File: config.mk
export PLATFORM = sky130hd
export DESIGN_NAME = rs232in_fifo
export DESIGN_NICKNAME = d
export VERILOG_FILES = /design/src/rtl/rs232in_fifo.sv
export SDC_FILE = /design/constraint.sdc
export NUM_CORES = 1
export LEC_CHECK = 0
export CELL_PAD_IN_SITES_DETAIL_PLACEMENT = 0
export CELL_PAD_IN_SITES_GLOBAL_PLACEMENT = 1
export CORE_MARGIN = 2
export CORE_UTILIZATION = 54
export CTS_CLUSTER_SIZE = 14
export DETAILED_ROUTE_END_ITERATION = 16
export PLACE_DENSITY = 0.8
export SYNTH_ARGS = -nofsm -noshare
export SYNTH_HDL_FRONTEND = slang
export SYNTH_SLANG_ARGS = --single-unit
File: constraint.sdc
create_clock -name clock -period 4.8 [get_ports clock]
set_clock_uncertainty 0.15 [all_clocks]
set_input_delay 0.48 -clock clock [delete_from_list [all_inputs] [get_ports clock]]
set_output_delay 0.48 -clock clock [all_outputs]
set_load 0.1 [all_outputs]
File: src/rtl/rs232in_fifo.sv
// Receive byte buffer between the rs232in deserializer and the rs232 register block:
// a first-word-fall-through circular FIFO with sticky overrun and RTS hysteresis.
module rs232in_fifo #(
    parameter int DEPTH_LOG2 = 4,
    parameter int RTS_OFF    = 12,
    parameter int RTS_ON     = 4
) (
    input  logic                  clock,
    input  logic                  rst,
    input  logic [7:0]            rs232in_data,
    input  logic                  rs232in_attention,
    input  logic                  rd,
    output logic [7:0]            rd_data,
    output logic [DEPTH_LOG2:0]   count,
    output logic                  empty,
    output logic                  full,
    output logic                  overrun,
    input  logic                  clear_overrun,
    output logic                  ser_nrts
);

    // Handshake: rs232in_attention is a one-cycle strobe with no back-pressure; a byte
    // arriving while full (and not popped that cycle) is dropped and flagged. rd is a pop
    // request honoured only while !empty; rd_data is the head byte and is valid whenever
    // !empty, so it must be consumed in the same cycle rd is high.

    localparam int DEPTH = 1 << DEPTH_LOG2;

    localparam logic [DEPTH_LOG2-1:0] PTR_ONE    = DEPTH_LOG2'(1);
    localparam logic [DEPTH_LOG2:0]   COUNT_ONE  = (DEPTH_LOG2 + 1)'(1);
    localparam logic [DEPTH_LOG2:0]   COUNT_FULL = (DEPTH_LOG2 + 1)'(DEPTH);
    localparam logic [DEPTH_LOG2:0]   COUNT_OFF  = (DEPTH_LOG2 + 1)'(RTS_OFF);
    localparam logic [DEPTH_LOG2:0]   COUNT_ON   = (DEPTH_LOG2 + 1)'(RTS_ON);

    logic [7:0]            mem [DEPTH];
    logic [DEPTH_LOG2-1:0] wp;
    logic [DEPTH_LOG2-1:0] rp;
    logic                  push;
    logic                  pop;
    logic                  drop;
    logic [DEPTH_LOG2:0]   count_next;

    assign empty = (count == '0);
    assign full  = (count == COUNT_FULL);

    // A pop in the same cycle frees the slot, so a full FIFO still accepts the byte.
    assign push = rs232in_attention & (~full | rd);
    assign pop  = rd & ~empty;
    assign drop = rs232in_attention & full & ~rd;

    always_comb begin
        count_next = count;
        if (push) begin
            count_next = count_next + COUNT_ONE;
        end
        if (pop) begin
            count_next = count_next - COUNT_ONE;
        end
    end

    assign rd_data = mem[rp];

    // Storage is not reset; a strobe coincident with rst is discarded.
    always_ff @(posedge clock) begin
        if (push && !rst) begin
            mem[wp] <= rs232in_data;
        end
    end

    always_ff @(posedge clock) begin
        if (rst) begin
            wp    <= '0;
            rp    <= '0;
            count <= '0;
        end else begin
            if (push) begin
                wp <= wp + PTR_ONE;
            end
            if (pop) begin
                rp <= rp + PTR_ONE;
            end
            count <= count_next;
        end
    end

    // A drop in the same cycle as clear_overrun leaves the flag set.
    always_ff @(posedge clock) begin
        if (rst) begin
            overrun <= 1'b0;
        end else if (drop) begin
            overrun <= 1'b1;
        end else if (clear_overrun) begin
            overrun <= 1'b0;
        end
    end

    // Hysteresis is evaluated on the next occupancy so RTS moves on the same edge as count.
    always_ff @(posedge clock) begin
        if (rst) begin
            ser_nrts <= 1'b0;
        end else if (count_next >= COUNT_OFF) begin
            ser_nrts <= 1'b1;
        end else if (count_next <= COUNT_ON) begin
            ser_nrts <= 1'b0;
        end
    end

endmodule

==> impl_metrics.tcl <==
set metrics [dict create \
    row_count 38 \
    tns_ps 0 \
    max_freq_ghz 0.241 \
    final_hold_viol_count 0 \
    drt-met1-wl_um 5210 \
    route.met2.wl_um 6180 \
    clock_latency_ps 520 \
    clk_pin_slew_worst_paths_ps 60 \
    finalCritPeriodShare_pct 86.3 \
    initial_core_util_pct 55.4 \
    yosys_warnings 0 \
    grt_first_pass_wirelength_um 18300 \
    slew_violations 0 \
    core_area_sq_mm 0.0108 \
    drive_gt1_share_pct 22.5 \
    internal_power_mw 2.63 \
    fin_nets 386 \
    synthDistinctLibCells 46 \
    fin_hold_ws_ps 331 \
    synthArstFlopShare_pct 0 \
    hold_path.class "register to register" \
    rsz0062_at_grt "no" \
    synthAdderAreaFrac_pct 1.67 \
    viasPerCell 5.99 \
    drc 0 \
    max-vdd-ir-drop_v 0.000653 \
    critPathArrivalTime_ps 3510 \
    status "finished clean" \
    slew_headroom_pct 23.2 \
    syn_nets 348 \
    synth_compound_area_share_pct 2.23 \
    final_cells 518 \
    worstSetupPathType "register to primary output" \
    setup_viol 0 \
    diodes 0 \
    antenna_found_initial 0 \
    synth_seq_cells 147 \
    comb_power_share_pct 31.1 \
    cts_resized 0 \
    synth_xor_area_share_pct 2.04 \
    grt_overflow 0 \
    start_kind "register" \
    tightest_slew_ps 1150 \
    hpwl_um 7450 \
    synth.area.mux_share_pct 15.2 \
    cts_setup_buffers 0 \
    reg2regPathDepth 7 \
    switching_share_pct 34.0 \
    wl_per_cell_um 23.6 \
    cap_violations 0 \
    die_x_um 109 \
    synth_top_family_by_area "multiplexers" \
    syn_to_final_growth_pct 16.0 \
    grt_pass1_vias 3150 \
    cts.path.max_buffers 2 \
    dieArea_sq_mm 0.0120 \
    clkSinkCount 147 \
    grt_usage_pct 22.5 \
    required_ps 4170 \
    synth_area_per_cell_sq_um 18.4 \
    path_max_fanout 12 \
    cts_inserted_buffers 17 \
    clockRootBuffer "clkbuf_8" \
    synth_area_sq_mm 0.00601 \
    min_period_ps 4140 \
    io_buffer_count 29 \
    ctsHoldBuffers 0 \
    seqPwrFrac_pct 38.1 \
    dr.first_iter.drc_count 344 \
    p_clk_share_pct 30.8 \
    synth_simple_gate_area_share_pct 6.27 \
    synth_top_flop_cell "edfxtp_1" \
    ioPinCount 30 \
    first_pass_iters 5 \
    dr.max_layer_used "met4" \
    hold_depth 1 \
    synth-edff-count 128 \
    die_h_um 109 \
    p_leak_nw 2.25 \
    wirelength_um 12200 \
    powerDensity_mw_per_mm2 572 \
    ant_nets 0 \
    syn_inst 327 \
    vias 3104 \
    ys_seq_area_share_pct 70.3 \
    met3_length_um 628 \
    gp_congestion 0.761 \
    dp_cells 486 \
    end_kind "primary output" \
    h-tree-depth 4 \
    p_switching_mw 1.36 \
    cts_tree "built" \
    grt_start_max_net_pins 33 \
]
[power groups by stage]
stage	sequential (mW)	combinational, mW	clock, mW
after global placement	1.55	1.23	0
after CTS	1.52	1.24	1.25
after detailed placement	1.55	1.24	0
after floorplan	1.65	0.860	0
final	1.52	1.24	1.23
after global routing	1.53	1.31	1.30
[logic make-up after synthesis]
kind of cell / Yosys count
AOI/OAI and AO/OA: 20
xor gates and xnor gates: 14
adders and majority gates: 8
buffers and inverters: 24
DFF: 147
muxes: 41
and+or+nand+nor: 73
[through the flow]
step                worst slack [ps]  utilization (%)  cell area, sq um  power (mW)
global placement                1150             59.1              6410        2.77
finish                           655             64.3              6970        3.98
CTS                              588             64.3              6970        4.01
global route                     506             64.3              6970        4.14
detailed placement              1080             59.1              6410        2.79
floorplan                       1070                -              6010        2.52
[sequential cells by signal, indices dropped and copies added (netlist names), named ones only]
name      count
mem         128
count         5
overrun       1
rp            4
ser_nrts      1
wp            4
[Yosys cell counts (2+ instances only)]
cell / n / area, sq um
or3_1: 2 / 12.5
buf_1: 3 / 11.3
mux4_2: 40 / 901
dfxtp_1: 19 / 380
ha_1: 8 / 100
xor2_1: 9 / 78.8
inv_1: 8 / 30.0
edfxtp_1: 128 / 3840
and2_1: 2 / 12.5
nand3_1: 2 / 10.0
nand2_1: 11 / 41.3
nand4_1: 4 / 25.0
buf_6: 2 / 22.5
nor2b_1: 2 / 12.5
o21ai_0: 5 / 25.0
xnor2_1: 5 / 43.8
a21oi_1: 5 / 25.0
buf_2: 4 / 20.0
clkbuf_1: 6 / 22.5
nor2_1: 36 / 135
[final cells by class]
type / instances / area (sq um)
clock buffer: 18 / 418
fill: 775 / 3870
clock inverter: 14 / 138
tap: 140 / 175
timing repair buffer: 35 / 335
inverter: 8 / 30.0
sequential: 147 / 4230
multi-input combinational: 156 / 1640
[worst max-delay path: stages (launching register included)]
cell,delay [ps]
dfxtp_2,580
buf_4,370
mux4_2,550
mux4_2,500
clkdlybuf4s50_1,990
[cells in the final DEF (no fill, tap or decap), types with 2 or more instances in the layout]
master           synthesis  layout
edfxtp_1               128     128
nand2_1                 11      11
xor2_1                   9       9
xnor2_1                  5       5
clkinv_4                 0       2
ha_1                     8       8
clkinv_2                 0       5
nand3_1                  2       2
and2_1                   2       2
a21oi_1                  5       5
mux4_2                  40      40
dfxtp_1                 19      18
or3_1                    2       2
o21ai_0                  5       5
clkbuf_16                0      16
inv_1                    8       8
buf_4                    0       6
clkinvlp_4               0       3
nand4_1                  4       4
clkdlybuf4s50_1          0      29
nor2b_1                  2       2
bufinv_16                0       2
nor2_1                  36      36
[routing by layer]
metal,up-vias,global-route usage [%]
li1,1370,-
met1,1605,30.5
met2,110,35.4
met3,19,4.92
met4,0,9.58
met5,-,0
[worst paths after layout]
| check | startpoint | endpoint | slack [ps] |
|---|---|---|---|
| hold reg to reg | ser_nrts$_SDFFE_PP0P_ | ser_nrts$_SDFFE_PP0P_ | 330 |
| hold / removal | ser_nrts$_SDFFE_PP0P_ | ser_nrts$_SDFFE_PP0P_ | 330 |
| setup / recovery | register | rd_data[6] | 660 |
| setup reg to reg | count[0]$_SDFF_PP0_ | mem[12][2]$_DFFE_PP_ | 1260 |
(Power assumes the default switching activity.)
